==> config.mk <==
export PLATFORM = sky130hd
export DESIGN_NAME = spi_flash_reader_flat
export DESIGN_NICKNAME = d
export VERILOG_FILES = /design/src/rtl/spi_flash_reader_if.sv /design/src/rtl/spi_flash_reader.sv /design/src/flat_wrapper.sv
export SDC_FILE = /design/constraint.sdc
export NUM_CORES = 1
export LEC_CHECK = 0
export BUFFER_PORTS_ARGS = -buffer_cell sky130_fd_sc_hd__buf_4
export CAP_MARGIN = 10
export CELL_PAD_IN_SITES_DETAIL_PLACEMENT = 0
export CELL_PAD_IN_SITES_GLOBAL_PLACEMENT = 1
export CORE_MARGIN = 2
export CORE_UTILIZATION = 43
export DETAILED_ROUTE_END_ITERATION = 8
export HOLD_SLACK_MARGIN = 0.12
export PLACE_DENSITY = 0.87
export SLEW_MARGIN = 15
export SYNTH_ARGS = -nofsm -noshare
export SYNTH_HDL_FRONTEND = slang
export SYNTH_SLANG_ARGS = --single-unit
==> constraint.sdc <==
create_clock -name wb_clk_i -period 2.7 [get_ports wb_clk_i]
set_clock_uncertainty 0.15 [all_clocks]
set_input_delay 0.54 -clock wb_clk_i [delete_from_list [all_inputs] [get_ports wb_clk_i]]
set_output_delay 0.54 -clock wb_clk_i [all_outputs]
set_load 0.01 [all_outputs]
==> src/rtl/spi_flash_reader_if.sv <==
// Request/response and SPI pin bundle for spi_flash_reader.
// master: the reader itself (SPI master, answers word requests); slave: the requester plus flash side.
interface spi_flash_reader_if;
    logic [23:0] spi_addr;
    logic        spi_rd;
    logic [15:0] spi_data;
    logic        ready;
    logic        cs_n;
    logic        sclk;
    logic        mosi;
    logic        miso;

    modport master (
        input  spi_addr, spi_rd, miso,
        output spi_data, ready, cs_n, sclk, mosi
    );

    modport slave (
        output spi_addr, spi_rd, miso,
        input  spi_data, ready, cs_n, sclk, mosi
    );
endinterface

==> src/rtl/spi_flash_reader.sv <==
// SPI mode-0 master fetching one little-endian 16-bit word from serial flash per request.
// Define SPI_FLASH_FAST_READ_EN to issue FAST_READ (0x0B) with 8 dummy bits instead of READ (0x03).
module spi_flash_reader #(
    parameter int CLK_DIV = 1,
    parameter int CS_IDLE = 2
) (
    input  logic               wb_clk_i,
    input  logic               wb_rst_i,
    spi_flash_reader_if.master bus
);

`ifdef SPI_FLASH_FAST_READ_EN
    localparam int          OUT_BITS = 40;
    localparam logic [7:0]  CMD      = 8'h0B;
`else
    localparam int          OUT_BITS = 32;
    localparam logic [7:0]  CMD      = 8'h03;
`endif

    localparam logic [7:0] DIV_LAST  = 8'(CLK_DIV - 1);
    localparam logic [3:0] GAP_LAST  = 4'(CS_IDLE - 1);
    localparam logic [5:0] OUT_LAST  = 6'(OUT_BITS - 1);
    localparam logic [5:0] IN_LAST   = 6'd15;

    typedef enum logic [2:0] {IDLE, SHIFT_OUT, SHIFT_IN, DONE, GAP} state_t;

    state_t                state;
    logic [7:0]            div_cnt;
    logic [5:0]            bit_cnt;
    logic [3:0]            gap_cnt;
    logic [OUT_BITS-1:0]   tx_sr;
    logic [15:0]           rx_sr;
    logic [15:0]           spi_data_r;
    logic                  ready_r;
    logic                  cs_n_r;
    logic                  sclk_r;
    logic                  mosi_r;

    logic tick;
    logic sclk_rise;
    logic sclk_fall;

    function automatic logic [OUT_BITS-1:0] load_word(input logic [23:0] addr);
`ifdef SPI_FLASH_FAST_READ_EN
        return {CMD, addr, 8'h00};
`else
        return {CMD, addr};
`endif
    endfunction

    // One divider tick ends each sclk half-period; the edge it lands on toggles sclk.
    assign tick      = (div_cnt == DIV_LAST);
    assign sclk_rise = tick && !sclk_r;
    assign sclk_fall = tick &&  sclk_r;

    always_ff @(posedge wb_clk_i or posedge wb_rst_i) begin
        if (wb_rst_i) begin
            state      <= IDLE;
            div_cnt    <= '0;
            bit_cnt    <= '0;
            gap_cnt    <= '0;
            tx_sr      <= '0;
            rx_sr      <= '0;
            spi_data_r <= '0;
            ready_r    <= 1'b1;
            cs_n_r     <= 1'b1;
            sclk_r     <= 1'b0;
            mosi_r     <= 1'b0;
        end else begin
            if (state == SHIFT_OUT || state == SHIFT_IN) begin
                if (tick) begin
                    div_cnt <= '0;
                    sclk_r  <= ~sclk_r;
                end else begin
                    div_cnt <= div_cnt + 8'd1;
                end
            end

            case (state)
                IDLE: begin
                    if (bus.spi_rd) begin
                        tx_sr   <= load_word(bus.spi_addr);
                        mosi_r  <= CMD[7];
                        ready_r <= 1'b0;
                        cs_n_r  <= 1'b0;
                        div_cnt <= '0;
                        bit_cnt <= '0;
                        state   <= SHIFT_OUT;
                    end
                end
                SHIFT_OUT: begin
                    if (sclk_fall) begin
                        tx_sr <= tx_sr << 1;
                        if (bit_cnt == OUT_LAST) begin
                            bit_cnt <= '0;
                            mosi_r  <= 1'b0;
                            state   <= SHIFT_IN;
                        end else begin
                            bit_cnt <= bit_cnt + 6'd1;
                            mosi_r  <= tx_sr[OUT_BITS-2];
                        end
                    end
                end
                SHIFT_IN: begin
                    // miso was set up by the flash on the previous falling edge.
                    if (sclk_rise) begin
                        rx_sr <= {rx_sr[14:0], bus.miso};
                    end
                    if (sclk_fall) begin
                        if (bit_cnt == IN_LAST) begin
                            bit_cnt <= '0;
                            state   <= DONE;
                        end else begin
                            bit_cnt <= bit_cnt + 6'd1;
                        end
                    end
                end
                DONE: begin
                    // First byte on the wire is the low byte of the word.
                    spi_data_r <= {rx_sr[7:0], rx_sr[15:8]};
                    ready_r    <= 1'b1;
                    cs_n_r     <= 1'b1;
                    gap_cnt    <= '0;
                    state      <= GAP;
                end
                GAP: begin
                    if (gap_cnt == GAP_LAST) begin
                        state <= IDLE;
                    end else begin
                        gap_cnt <= gap_cnt + 4'd1;
                    end
                end
                default: state <= IDLE;
            endcase
        end
    end

    assign bus.spi_data = spi_data_r;
    assign bus.ready    = ready_r;
    assign bus.cs_n     = cs_n_r;
    assign bus.sclk     = sclk_r;
    assign bus.mosi     = mosi_r;

endmodule

==> src/flat_wrapper.sv <==
// flat-port wrapper written by rule: the top's interface ports become plain ports
module spi_flash_reader_flat 
#(
    parameter int CLK_DIV = 1,
    parameter int CS_IDLE = 2
)
  (wb_clk_i, wb_rst_i, bus_spi_addr, bus_spi_rd, bus_miso, bus_spi_data, bus_ready, bus_cs_n, bus_sclk, bus_mosi);
  spi_flash_reader_if bus_i ();
  input  logic wb_clk_i;
  input  logic wb_rst_i;
  input wire logic [$bits(bus_i.spi_addr)-1:0] bus_spi_addr;
  input wire logic [$bits(bus_i.spi_rd)-1:0] bus_spi_rd;
  input wire logic [$bits(bus_i.miso)-1:0] bus_miso;
  output wire logic [$bits(bus_i.spi_data)-1:0] bus_spi_data;
  output wire logic [$bits(bus_i.ready)-1:0] bus_ready;
  output wire logic [$bits(bus_i.cs_n)-1:0] bus_cs_n;
  output wire logic [$bits(bus_i.sclk)-1:0] bus_sclk;
  output wire logic [$bits(bus_i.mosi)-1:0] bus_mosi;
  assign bus_i.spi_addr = bus_spi_addr;
  assign bus_i.spi_rd = bus_spi_rd;
  assign bus_i.miso = bus_miso;
  assign bus_spi_data = bus_i.spi_data;
  assign bus_ready = bus_i.ready;
  assign bus_cs_n = bus_i.cs_n;
  assign bus_sclk = bus_i.sclk;
  assign bus_mosi = bus_i.mosi;
  spi_flash_reader #(.CLK_DIV(CLK_DIV), .CS_IDLE(CS_IDLE)) u_core (.wb_clk_i(wb_clk_i), .wb_rst_i(wb_rst_i), .bus(bus_i));
endmodule
==> results.tsv <==
stage	metric	value	unit
layout	Layout Utilization	54.03	%
routing	initial DRC count	192	
routing	Vias/cell	5.297	
sta	f_max	0.3779	GHz
sta	Tightest Pin Transition	0.5910	ns
layout	Post-Layout Cell Count	495	
die	chip width	101.2	µm
power_and_ir_drop	P_sw	1816	µW
worst_setup_path	CP endpoint	u_core.tx_sr[7]	
clock_network	hold_buf cts	0	
worst_setup_path	data required time of the critical path	2.79	ns
global_routing	antenna violations before repair	0	
worst_setup_path	reg2reg start	u_core.div_cnt[1]	
synth	Netlist cell types	45	
synth	syn_area_per_cell	12.78	µm²
power_and_ir_drop	Flop pwr share	37.6	%
worst_setup_path	crit end category	flip-flop	
worst_setup_path	slowest stage cell, crit path	or4_4	
sta	final setup vio count	0	
clock_network	worst skew pair latency	0.36	ns
worst_setup_path	R2R cell count	7	
global_routing	global-route wire length before repair	12.75	mm
power_and_ir_drop	static leakage	0.002290	µW
clock_network	CTS Buffer Depth	2	
hold_path	Min-Delay Path Class	input pin to async pin	
synth	sequential fraction of the synthesis area	53.62	%
routing	total wire length	7.649	mm
synth	Mapped Nets	351	
synth	Synth Register Bits	87	
synth	count of flip-flops with a built-in enable after synthesis	0	
layout	Ant. Diodes	0	
worst_setup_path	reg2reg end	u_core.tx_sr[7]	
synth	cell taking the most area after synthesis	dfrtp_1	
sta	Final WS setup	0.05374	ns
routing	DRT Pass-1 Iters	4	
sta	fin crit period	2.646	ns
routing	Remaining DRCs	0	
power_and_ir_drop	share of total power in combinational logic	41.4	%
synth	Most used DFF post-synth	dfrtp_1	
global_routing	grt total ovfl	0	
synth	Syn Inst Count	318	
routing	WL/cell	15.45	µm
die	Ports	48	
synth	mapped cell area	4063	µm²
layout	layout cells sized above 1	45.31	%
synth	ys async rst share	100.0	%
clock_network	CTS root buffer	clkbuf_8	
die	height of the die	101.2	µm
placement	dpl cells	472	
layout	Post-layout nets	412	
placement	RePlAce Congestion	0.7761	
clock_network	clock-pin slew on the worst setup and hold paths	0.10	ns
placement	IO Port Bufs	47	
global_routing	vias in the first global route	2649	
placement	worst slack at placement	0.05881	ns
clock_network	CTS Buf Count	9	
synth	most common cell in the netlist	dfrtp_1	
worst_setup_path	critical path cell sequence	inv_2 -> ha_1 -> or4b_4 -> or4_4 -> o21ai_4 -> clkbuf_16 -> mux2_2	
die	effective utilization at floorplan	44.18	%
global_routing	GRT Overall Usage	15.93	%
job	max cap viols	0	
worst_setup_path	Setup CP Type	flip-flop to flip-flop	
sta	setup TNS	0	ns
power_and_ir_drop	Max IR drop VDD	0.4597	mV
sta	Final Hold Viols	0	
power_and_ir_drop	pwr dens	1088	nW/µm²
worst_setup_path	R2R Setup Slk	0.05	ns
die	total core area	9196	µm²
routing	Vias	2622	
clock_network	CTS tree	yes	
clock_network	H-tree depth	3	
power_and_ir_drop	Int Pwr	3589	µW
power_and_ir_drop	Clk pwr share	20.9	%
synth	Synth area leaders	dfrtp_1 53%, mux2_2 20%, mux2_4 3.7%	
die	die area	10240	µm²
synth	commonest cells in the synthesized netlist	86 x dfrtp_1, 73 x mux2_2, 19 x nand2_1	
worst_setup_path	Worst setup SP type	flip-flop	
synth	synth warn	0	
worst_setup_path	Data arrival, critical path	2.73	ns
sta	crit share post-route	98.01	%
power_and_ir_drop	sw frac	33.60	%
placement	post-detail-place hpwl	5.012	mm
sta	Slew Viols, Final	0	
global_routing	largest net degree at the start of global routing	62	
die	row count	35	
worst_setup_path	CP startpoint	u_core.div_cnt[1]	
worst_setup_path	crit-path max FO	8	
layout	Area Growth Syn to Fin	22.30	%
run_status	status	finished clean	
worst_setup_path	Crit path largest cell delay	0.47	ns
routing	Routed Antenna Nets	0	
clock_network	clk sinks	87	
sta	Slew HR	60.31	%
synth	top cell type's share of synthesized area	52.97	%
[routing by layer]
layer	wire (µm)	track usage, %
met1	3640	22.14
met4	79	5.613
met2	3681	24.66
met3	247	3.727
met5	0	0
[how the worst min path moves through the flow]
stage | to | slack [ns] | cells after the start | from
CTS | u_core.rx_sr[8] | 0.13 | 3 | wb_rst_i
detailed placement | u_core.bus.ready | 0.32 | 2 | u_core.bus.ready
global route | u_core.bus.sclk | 0.15 | 3 | wb_rst_i
global placement | u_core.bus.ready | 0.31 | 2 | u_core.bus.ready
finish | u_core.rx_sr[8] | 0.13 | 3 | wb_rst_i
floorplan | u_core.bus.ready | 0.32 | 2 | u_core.bus.ready
[state kept, by name (all words and copies together) (netlist names)]
register and cells:
u_core.bit_cnt 6, u_core.state 3, u_core.bus.ready 1, u_core.gap_cnt 4
u_core.tx_sr 31, u_core.div_cnt 8, u_core.rx_sr 16, u_core.bus.spi_data 16
u_core.bus.sclk 1, u_core.bus.mosi 1
[cell usage in the layout, fill, tap and decap left out, drive strengths merged, types with 2 or more instances in the layout]
cell / instances
a21oi: 9
a221o: 2
buf: 64
bufinv: 3
clkbuf: 10
clkinvlp: 2
dfrtp: 86
ha: 5
inv: 15
mux2: 83
mux2i: 6
nand2: 19
nand2b: 4
nand3: 6
nand4: 4
nor2: 13
nor3: 4
nor3b: 3
nor4: 3
nor4b: 2
o211ai: 2
o21ai: 8
o31ai: 3
or4b: 2
xnor2: 7
xor2: 5
[through the flow]
step / hold WS [ns] / power (µW) / area [µm²]
final: 0.1289 / 5406 / 4969
after floorplan: 0.3207 / 3550 / 4066
after global routing: 0.1477 / 5765 / 4969
after global placement: 0.3145 / 4052 / 4621
after detailed placement: 0.3163 / 4142 / 4621
after CTS: 0.1337 / 5280 / 4871
[critical path: cells and delay by family, from the launching register on]
| family | cells | cell delay (ns) |
|---|---|---|
| buffers and inverters | 2 | 0.29 |
| and+or+nand+nor | 2 | 0.93 |
| adders and majority gates | 1 | 0.12 |
| DFF | 1 | 0.43 |
| muxes | 1 | 0.33 |
| AOI/OAI and AO/OA | 1 | 0.27 |
[timing repair]
item / 4_1_cts / 5_1_grt
resized for setup: 0 / 3
setup buffers: 0 / 5
setup endpoints to repair: 0 / 35
[cell type report]
type,instances,area (µm²)
clock buffer,9,123.9
fill,784,4228
timing repair buffer,65,559.3
clock inverter,7,126.4
multi-input combinational,203,1789
sequential,87,2178
inverter,13,52.55
tap,111,138.9
[power groups by stage]
stage / combinational (µW) / clock (µW) / sequential (µW)
4_1_cts: 2100 / 1150 / 2030
3_3_place_gp: 2020 / 0 / 2030
6_report: 2240 / 1130 / 2030
5_1_grt: 2450 / 1220 / 2100
3_5_place_dp: 2090 / 0 / 2050
2_1_floorplan: 1600 / 0 / 1950
[logic make-up after synthesis]
| logic type | Yosys count | synth area share, % |
|---|---|---|
| compound gates | 31 | 5.051 |
| fa+ha+maj | 5 | 1.540 |
| flops | 87 | 53.62 |
| simple gates | 66 | 8.747 |
| mux | 89 | 25.41 |
| xor+xnor | 12 | 2.587 |
| buf+inv | 28 | 3.049 |
No activity file was read; power rests on OpenSTA's default activity.
